**config.mk**
```make
export PLATFORM = sky130hd
export DESIGN_NAME = mem_port_arbiter
export DESIGN_NICKNAME = d
export VERILOG_FILES = /design/src/rtl/mem_arb_pkg.sv /design/src/rtl/arb_fair_cnt.sv /design/src/rtl/mem_port_arbiter.sv
export SDC_FILE = /design/constraint.sdc
export NUM_CORES = 1
export LEC_CHECK = 0
export ABC_CLOCK_PERIOD_IN_PS = 10350
export CAP_MARGIN = 20
export CORE_AREA = 5 5 173 175
export CTS_BUF_LIST = sky130_fd_sc_hd__clkbuf_2 sky130_fd_sc_hd__clkbuf_4 sky130_fd_sc_hd__clkbuf_8
export CTS_CLUSTER_DIAMETER = 100
export CTS_CLUSTER_SIZE = 24
export DETAILED_ROUTE_END_ITERATION = 8
export DIE_AREA = 0 0 178 180
export GPL_TIMING_DRIVEN = 1
export PLACE_DENSITY = 0.76
export SKIP_CTS_REPAIR_TIMING = 1
export SLEW_MARGIN = 25
export SYNTH_ARGS = -nofsm -noshare
export SYNTH_HDL_FRONTEND = slang
export SYNTH_SLANG_ARGS = --single-unit
```
**constraint.sdc**
```tcl
create_clock -name clk -period 10.35 [get_ports clk]
set_clock_uncertainty 0.2 [all_clocks]
set_input_delay 2.07 -clock clk [delete_from_list [all_inputs] [get_ports clk]]
set_output_delay 2.07 -clock clk [all_outputs]
set_load 0.03 [all_outputs]
```
**src/rtl/mem_arb_pkg.sv**
```systemverilog
// Shared types and constants for the unified memory-port arbiter.
package mem_arb_pkg;

  typedef enum logic [2:0] {
    IDLE,
    DSRV,
    ISRV,
    DRESP,
    IRESP
  } arb_state_t;

  localparam logic [1:0] MW_NONE = 2'b00;
  localparam logic [1:0] MW_BYTE = 2'b01;
  localparam logic [1:0] MW_HALF = 2'b10;
  localparam logic [1:0] MW_WORD = 2'b11;

  localparam int unsigned FAIR_LIMIT_DEF = 4;

  function automatic logic is_store(input logic [1:0] mw);
    return mw != MW_NONE;
  endfunction

endpackage

```
**src/rtl/arb_fair_cnt.sv**
```systemverilog
// Saturating count of consecutive data grants; sat tells the arbiter to let a
// waiting fetch through. Used by mem_port_arbiter when ARB_FAIR_EN is defined.
module arb_fair_cnt
  import mem_arb_pkg::*;
#(
  parameter int unsigned LIMIT = FAIR_LIMIT_DEF
) (
  input  logic clk,
  input  logic reset,
  input  logic i_clr,
  input  logic i_inc,
  output logic o_sat
);

  localparam int unsigned CW = (LIMIT < 1) ? 1 : $clog2(LIMIT + 1);

  logic [CW-1:0] r_cnt;

  assign o_sat = (r_cnt == CW'(LIMIT));

  always_ff @(posedge clk or posedge reset) begin
    if (reset) begin
      r_cnt <= '0;
    end else if (i_clr) begin
      r_cnt <= '0;
    end else if (i_inc && !o_sat) begin
      r_cnt <= r_cnt + 1'b1;
    end
  end

endmodule

```
**src/rtl/mem_port_arbiter.sv**
```systemverilog
// Arbitrates core instruction fetch and data access onto one variable-latency
// memory port. Optional fetch-fairness counter enabled by macro ARB_FAIR_EN.
module mem_port_arbiter
  import mem_arb_pkg::*;
#(
  parameter int unsigned N          = 64,
  parameter int unsigned FAIR_LIMIT = FAIR_LIMIT_DEF
) (
  input  logic          clk,
  input  logic          reset,
  input  logic          instrreq,
  input  logic [31:0]   instradr,
  output logic [31:0]   instr,
  output logic          instrabort,
  input  logic          datareq,
  input  logic [N-1:0]  dataadr,
  input  logic [N-1:0]  writedata,
  input  logic [1:0]    memwrite,
  output logic [N-1:0]  readdata,
  output logic          dataabort,
  output logic          mem_req,
  output logic [1:0]    mem_we,
  output logic [N-1:0]  mem_adr,
  output logic [N-1:0]  mem_wdata,
  input  logic [N-1:0]  mem_rdata,
  input  logic          mem_ready
);

  arb_state_t   r_state;
  logic         r_mem_req;
  logic [1:0]   r_mem_we;
  logic [N-1:0] r_mem_adr;
  logic [N-1:0] r_mem_wdata;
  logic [N-1:0] r_readdata;
  logic [31:0]  r_instr;

  logic w_grant_d;
  logic w_grant_i;
  logic w_fair_force;

`ifdef ARB_FAIR_EN
  logic w_fair_sat;
  logic w_fair_clr;
  logic w_fair_inc;

  assign w_fair_inc = (r_state == IDLE) && w_grant_d;
  assign w_fair_clr = (r_state == IDLE) && (w_grant_i || (!datareq && !instrreq));

  arb_fair_cnt #(.LIMIT(FAIR_LIMIT)) u_fair_cnt (
    .clk   (clk),
    .reset (reset),
    .i_clr (w_fair_clr),
    .i_inc (w_fair_inc),
    .o_sat (w_fair_sat)
  );

  assign w_fair_force = w_fair_sat && instrreq;
`else
  assign w_fair_force = 1'b0;
`endif

  assign w_grant_d = datareq && !w_fair_force;
  assign w_grant_i = instrreq && !w_grant_d;

  // Aborts stay combinational so the core is released in the RESP cycle itself.
  assign dataabort  = datareq  && (r_state != DRESP);
  assign instrabort = instrreq && (r_state != IRESP);

  assign mem_req   = r_mem_req;
  assign mem_we    = r_mem_we;
  assign mem_adr   = r_mem_adr;
  assign mem_wdata = r_mem_wdata;
  assign readdata  = r_readdata;
  assign instr     = r_instr;

  always_ff @(posedge clk or posedge reset) begin
    if (reset) begin
      r_state     <= IDLE;
      r_mem_req   <= 1'b0;
      r_mem_we    <= MW_NONE;
      r_mem_adr   <= '0;
      r_mem_wdata <= '0;
      r_readdata  <= '0;
      r_instr     <= '0;
    end else begin
      case (r_state)
        IDLE: begin
          if (w_grant_d) begin
            r_state     <= DSRV;
            r_mem_req   <= 1'b1;
            r_mem_we    <= memwrite;
            r_mem_adr   <= dataadr;
            r_mem_wdata <= writedata;
          end else if (w_grant_i) begin
            r_state   <= ISRV;
            r_mem_req <= 1'b1;
            r_mem_we  <= MW_NONE;
            r_mem_adr <= N'(instradr);
          end
        end
        DSRV: begin
          if (mem_ready) begin
            if (!is_store(r_mem_we)) begin
              r_readdata <= mem_rdata;
            end
            r_mem_req <= 1'b0;
            r_state   <= DRESP;
          end
        end
        ISRV: begin
          if (mem_ready) begin
            r_instr   <= mem_rdata[31:0];
            r_mem_req <= 1'b0;
            r_state   <= IRESP;
          end
        end
        DRESP:   r_state <= IDLE;
        IRESP:   r_state <= IDLE;
        default: r_state <= IDLE;
      endcase
    end
  end

endmodule
```
==> impl_metrics.xml <==
<?xml version="1.0" encoding="UTF-8"?>
<metrics>
  <group name="outcome">
    <metric name="run_status" unit="">complete, no violations</metric>
  </group>
  <group name="grt">
    <metric name="antenna_violations_before_repair" unit="">2</metric>
    <metric name="global_route.overflow_total" unit="">0</metric>
    <metric name="grt_max_degree" unit="">105</metric>
    <metric name="grt_pass1_wl" unit="um">41000</metric>
    <metric name="global_route_usage_sum" unit="%">16.2</metric>
    <metric name="via_count_of_the_first_global_routing_pass" unit="">6914</metric>
  </group>
  <group name="clock_tree">
    <metric name="tritoncts" unit="">done</metric>
    <metric name="clock_latency" unit="ps">520</metric>
    <metric name="cts_max_level" unit="">1</metric>
    <metric name="root_buffer" unit="">sky130_fd_sc_hd__clkbuf_8</metric>
    <metric name="worst_setup_hold_path_clk_slew" unit="ps">140</metric>
    <metric name="cts_made_buffers" unit="">13</metric>
    <metric name="clock_tree_buffer_depth" unit="">3</metric>
    <metric name="cts.sinks" unit="">230</metric>
  </group>
  <group name="setup_path">
    <metric name="cp.buffers_inverters" unit="">4</metric>
    <metric name="r2r_cells" unit="">4</metric>
    <metric name="worst_path_dominant_cell_family" unit="">buffers and inverters</metric>
    <metric name="worst_setup_path_startpoint" unit="">datareq</metric>
    <metric name="crit_arrival" unit="ps">3900</metric>
    <metric name="timing.setup.critical_path_class" unit="">in2out</metric>
    <metric name="critical-path-max-stage-delay" unit="ps">690</metric>
    <metric name="cp_num_cells" unit="">5</metric>
    <metric name="cp-end-kind" unit="">output port</metric>
    <metric name="cp_cell_sequence" unit="">clkdlybuf4s50_1 -&gt; buf_4 -&gt; inv_1 -&gt; nor2_1 -&gt; clkdlybuf4s50_1</metric>
    <metric name="setup.worst_path.start_class" unit="">primary input</metric>
    <metric name="worst_r2r_startpoint" unit="">r_state[2]</metric>
    <metric name="critPathMaxFanout" unit="">37</metric>
    <metric name="cp.required" unit="ps">8080</metric>
    <metric name="slowest_stage" unit="">sky130_fd_sc_hd__clkdlybuf4s50_1</metric>
    <metric name="cpMostUsedCell" unit="">sky130_fd_sc_hd__clkdlybuf4s50_1</metric>
  </group>
  <group name="timing">
    <metric name="setup-violations-final" unit="">0</metric>
    <metric name="postLayoutSetupSlackWorst" unit="ps">4180</metric>
    <metric name="grt_setup_unrepaired" unit="">false</metric>
    <metric name="relSlewSlack" unit="%">31.0</metric>
    <metric name="report.final.slew_viol_count" unit="">0</metric>
    <metric name="period_needed" unit="ps">6170</metric>
    <metric name="tns" unit="ps">0</metric>
    <metric name="final_min_period_over_clock_period" unit="%">59.6</metric>
    <metric name="report.final.hold_viol_count" unit="">0</metric>
    <metric name="timing.fmax" unit="MHz">162</metric>
    <metric name="worstMarginPinSlew" unit="ps">1040</metric>
  </group>
  <group name="power_and_ir_drop">
    <metric name="netSwitchingPower" unit="mW">1.98</metric>
    <metric name="leakage" unit="nW">6.10</metric>
    <metric name="power_frac_seq" unit="%">33.3</metric>
    <metric name="share_clk_of_total_power" unit="%">8.4</metric>
    <metric name="worst_ir_drop_vdd" unit="uV">222</metric>
    <metric name="p_sw_share" unit="%">41.4</metric>
    <metric name="share_comb_of_total_power" unit="%">58.3</metric>
    <metric name="p_int" unit="mW">2.81</metric>
    <metric name="power_per_cell_area" unit="nW/um^2">334</metric>
    <metric name="report.power.total" unit="mW">4.79</metric>
  </group>
  <group name="hold_path">
    <metric name="min_path_type" unit="">reg2reg</metric>
    <metric name="min_path_cells" unit="">1</metric>
    <metric name="hold_path_startpoint" unit="">instr[25]</metric>
  </group>
  <group name="cells_and_area">
    <metric name="post_route_cells_drive_above_1_share" unit="%">25.6</metric>
    <metric name="nNetsFinal" unit="">1223</metric>
    <metric name="final_core_utilization" unit="%">50.6</metric>
    <metric name="insertedDiodeCount" unit="">0</metric>
    <metric name="areaGrowthSynthToFinish" unit="%">55.5</metric>
  </group>
  <group name="yosys">
    <metric name="synth-edff-count" unit="">0</metric>
    <metric name="synth_most_common_cell" unit="">sky130_fd_sc_hd__dfrtp_1</metric>
    <metric name="ys_seq_elements" unit="">230</metric>
    <metric name="synth_top_cells_by_count" unit="">sky130_fd_sc_hd__dfrtp_1, sky130_fd_sc_hd__mux2_2, sky130_fd_sc_hd__mux2_4, sky130_fd_sc_hd__a22o_1, sky130_fd_sc_hd__buf_2</metric>
    <metric name="yosys_most_used_dff" unit="">sky130_fd_sc_hd__dfrtp_1</metric>
    <metric name="synthDominantAreaCellType" unit="">sky130_fd_sc_hd__dfrtp_1</metric>
    <metric name="yosys.area.top_type_share" unit="%">62.4</metric>
    <metric name="synthesis.yosys.warnings" unit="">0</metric>
    <metric name="synth_sequential_area_ratio" unit="%">62.4</metric>
    <metric name="synth_nets" unit="">775</metric>
    <metric name="synth_area_leaders" unit="">sky130_fd_sc_hd__dfrtp_1, sky130_fd_sc_hd__mux2_2, sky130_fd_sc_hd__mux2_4</metric>
    <metric name="ys_types" unit="">25</metric>
    <metric name="synth.avg_cell_area" unit="sq um">16.9</metric>
    <metric name="synth_async_sr_flop_share" unit="%">100</metric>
    <metric name="syn_area" unit="sq um">9220</metric>
    <metric name="synth_cells" unit="">544</metric>
  </group>
  <group name="detailed_routing">
    <metric name="detail_route.wirelength" unit="um">27300</metric>
    <metric name="detailroute.via_count" unit="">6286</metric>
    <metric name="firstDrtPassIters" unit="">4</metric>
    <metric name="drt-wirelength-per-cell" unit="um">19.8</metric>
    <metric name="first_iter_violations" unit="">250</metric>
    <metric name="drc_errors" unit="">0</metric>
    <metric name="drt-vias-per-instance" unit="">4.56</metric>
    <metric name="drt.antenna.violating_nets" unit="">0</metric>
  </group>
  <group name="floorplan">
    <metric name="std_cell_rows" unit="">62</metric>
    <metric name="floorplan.initialDensity" unit="%">32.5</metric>
    <metric name="die_x" unit="um">178</metric>
    <metric name="design.die.area" unit="sq um">32000</metric>
    <metric name="vertical_extent_of_the_die" unit="um">180</metric>
    <metric name="boundaryPins" unit="">460</metric>
    <metric name="core_region_area" unit="sq um">28300</metric>
  </group>
  <group name="placement">
    <metric name="buffer_ports.inserted" unit="">459</metric>
    <metric name="preCtsSetupSlack" unit="ps">4180</metric>
    <metric name="dp_hpwl" unit="um">20900</metric>
    <metric name="finalWeightedCongestion" unit="">0.759</metric>
  </group>
  <group name="run">
    <metric name="drv_cap" unit="">0</metric>
  </group>
</metrics>
[layer usage]
| layer | wire length [um] | GRT usage (%) | up-vias |
|---|---|---|---|
| li1 | - | - | 2837 |
| met1 | 9990 | 18.4 | 3122 |
| met2 | 13700 | 28.3 | 285 |
| met3 | 2860 | 6.20 | 38 |
| met4 | 778 | 4.36 | 4 |
| met5 | 25 | 0 | - |
[worst reg2reg max path, cell delays in order, from the launching register on]
cell and delay [ps]:
sky130_fd_sc_hd__dfrtp_1 550, sky130_fd_sc_hd__nor3_2 420, sky130_fd_sc_hd__and2_4 350, sky130_fd_sc_hd__buf_4 790, sky130_fd_sc_hd__mux2_2 530
[power groups by stage]
stage / Clock (mW) / Sequential, mW / Combinational [mW]
3_3_place_gp: 0 / 1.59 / 2.79
2_1_floorplan: 0 / 2.46 / 0.780
6_report: 0.403 / 1.59 / 2.79
5_1_grt: 0.459 / 1.65 / 2.92
3_5_place_dp: 0 / 1.61 / 2.82
4_1_cts: 0.427 / 1.60 / 2.83
[kinds of logic after synthesis]
family                 count (synthesis)  share of synthesized area [%]
flip-flops                           230                           62.4
AO/OA/AOI/OAI                         40                           3.73
buffers and inverters                 36                           2.70
AND/OR/NAND/NOR                       14                           1.30
multiplexers                         224                           29.8
[metrics by stage]
stage	instance area [sq um]	hold slack, ps	std cells
after floorplan	9220	349	544
after global placement	14100	268	1361
after detailed placement	14100	278	1361
after CTS	14300	311	1378
after global routing	14300	328	1378
final	14300	309	1378
[layout by cell type, fill, tap and decap left out, types with 2 or more instances in the layout]
cell type and n:
sky130_fd_sc_hd__mux2_2 163, sky130_fd_sc_hd__clkbuf_8 13, sky130_fd_sc_hd__nor2_1 5, sky130_fd_sc_hd__clkdlybuf4s50_1 459, sky130_fd_sc_hd__inv_1 2, sky130_fd_sc_hd__mux2_4 60
sky130_fd_sc_hd__dfrtp_1 230, sky130_fd_sc_hd__a22o_1 35, sky130_fd_sc_hd__buf_4 7, sky130_fd_sc_hd__clkbuf_4 2
[worst paths after layout]
path	end	slack, ps
setup / recovery	dataabort	4180
hold / removal	instr[25]	310
setup reg to reg	mem_wdata[39]	7410
hold reg to reg	instr[25]	310
max in group asynchronous	mem_wdata[52]	6710
min in group asynchronous	mem_req	1860
[sequential cells by signal (all words and copies together) (netlist names)]
| register | cells |
|---|---|
| mem_adr | 64 |
| instr | 32 |
| mem_wdata | 64 |
| readdata | 64 |
| r_state | 3 |
| mem_req | 1 |
| mem_we | 2 |
[cell type report]
type,count,area [sq um]
tap,384,480
clock inverter,2,12.5
multi-input combinational,278,3230
sequential,230,5760
clock buffer,15,194
timing repair buffer,466,4650
fill,2433,14000
inverter,3,18.8
Note: power is estimated with default switching activity, not from simulation.
==> variant, RTL diff (config.mk and constraints unchanged) <==
Build with the macro `ARB_FAIR_EN` defined.
--- a/src/rtl/mem_port_arbiter.sv
+++ b/src/rtl/mem_port_arbiter.sv
@@ -1,5 +1,7 @@
 // Arbitrates core instruction fetch and data access onto one variable-latency
 // memory port. Optional fetch-fairness counter enabled by macro ARB_FAIR_EN.
+`define ARB_FAIR_EN
+
 module mem_port_arbiter
   import mem_arb_pkg::*;
 #(
Formal check against the unedited RTL: same outputs for any inputs over 4 cycles, from zero or initial values and one cycle with reset high; that may be too few to reach the edited logic, so the function may still have changed.
==> variant against the original RTL <==
Power fell by 0.60%; synthesized area fell by 0.62%; global-route usage rose by 1.5 points; worst setup slack improved by 0.0071 ns; non-clock buffer count rose by 3; combinational power fell by 2%; sequential cell count rose by 3; critical path type unchanged; maximum frequency rose by 0.11%; cell area fell by 0.59%; synthesized cell count rose by 19%; largest cell class unchanged; register-to-register slack improved by 0.13 ns; routed wire length rose by 9.4%.
==> variant: results (changes against the original RTL) <==
| Metric | Value |
|---|---|
| Post-Syn Nets | 881 (was 775) |
| Finished Layout Cells | 1467 (was 1378) |
| Synth top area cells | dfrtp_1 64%, mux2_2 20%, a22o_1 3.3% (was dfrtp_1 62%, mux2_2 20%, mux2_4 9.8%) |
| Multi-input gates | 358 (was 278) |
| Reg2reg path depth | 6 (was 4) |
| Post-layout nets | 1315 (was 1223) |
| Non-clk invs | 7 (was 3) |
| Via count | 7144 (was 6286) |
| Cells after Synth | 648 (was 544) |
| Critical path fanouts, max | 38 (was 37) |
| Max-Slew Margin vs Limit | 35.1% (was 31.0%) |
| GR Util met3 | 6.70% (was 6.20%) |
| Routed length on met2 | 15100 um (was 13700 um) |
| CP Launch Point | datareq (unchanged) |
| DP Area | 14000 um2 (was 14100 um2) |
| CTS sink count | 233 (was 230) |
| R2R Path Start | u_fair_cnt.r_cnt[0] (was r_state[2]) |
| Worst hold slack | 0.315 ns (was 0.309 ns) |
| Vias in the first global route | 7768 (was 6914) |
| Startpoint of the worst hold path | mem_adr[54] (was instr[25]) |
| M1 WL | 10800 um (was 9990 um) |
| Yosys cell types | 28 (was 25) |
| Multi-input logic area | 3030 um2 (was 3230 um2) |
| WL/cell | 20.4 um (was 19.8 um) |
| Sequential area share after synthesis | 63.7% (was 62.4%) |
| GR Util met1 | 20.1% (was 18.4%) |
| Crit path DAT | 3.89 ns (was 3.90 ns) |
| First-pass GRT wire length | 45300 um (was 41000 um) |
| Non-clock buffers | 469 (was 466) |
| Outcome | complete, no violations (unchanged) |
| Met2 usage | 30.9% (was 28.3%) |
| # fillers | 2496 (was 2433) |
| Share of post-route cells with drive strength above 1 | 18.0% (was 25.6%) |
| Peak VDD IR | 0.190 mV (was 0.222 mV) |
| Metal3 WL | 3110 um (was 2860 um) |
| Seq area share | 40.9% (was 40.2%) |
| GP Congestion | 0.768 (was 0.759) |
| P_int | 2.71 mW (was 2.81 mW) |
| Post-DP HPWL | 21800 um (was 20900 um) |
| DRT iter0 DRCs | 432 (was 250) |
| R2R setup slack | 7.54 ns (was 7.41 ns) |
| Initial antenna violation count | 1 (was 2) |
| Top cells by count, synth | 233 x dfrtp_1, 160 x mux2_2, 38 x o21ai_0 (was 230 x dfrtp_1, 163 x mux2_2, 60 x mux2_4) |
| WHS Endpoint | mem_adr[54] (was instr[25]) |
| Final clock-cell share | 1.41% (was 1.44%) |
| Largest net degree at the start of global routing | 119 (was 105) |
| R2R Path End | mem_wdata[13] (was mem_wdata[39]) |
| Leak | 5.82 nW (was 6.10 nW) |
[variant: cell types whose count changed after synthesis, sizes merged, moves of 23 or more]
cell / change
mux2: -64
o21ai: +37
clkbuf: +23
nand3: +33
a31oi: +33
a21oi: +37
[variant: per-stage QoR]
step	total power [mW]	worst slack, ns	utilization, %
2_1_floorplan	3.19	1.69	-
3_3_place_gp	4.35	4.20	49.6
3_5_place_dp	4.40	4.20	49.6
4_1_cts	4.82	4.20	50.3
5_1_grt	5.02	4.09	50.3
6_report	4.76	4.19	50.3
[variant: logic make-up after synthesis]
family / Yosys count / share of synthesized area (%)
compound gates: 145 / 9.86
xor+xnor: 1 / 0.0956
fa+ha+maj: 2 / 0.273
buf+inv: 57 / 3.36
flops: 233 / 63.7
mux: 160 / 19.7
simple gates: 50 / 3.07
[variant: critical path: cells and delay by family]
family | cells | cell delay, ns
buffers and inverters | 4 | 1.65
AOI/OAI and AO/OA | 1 | 0.16
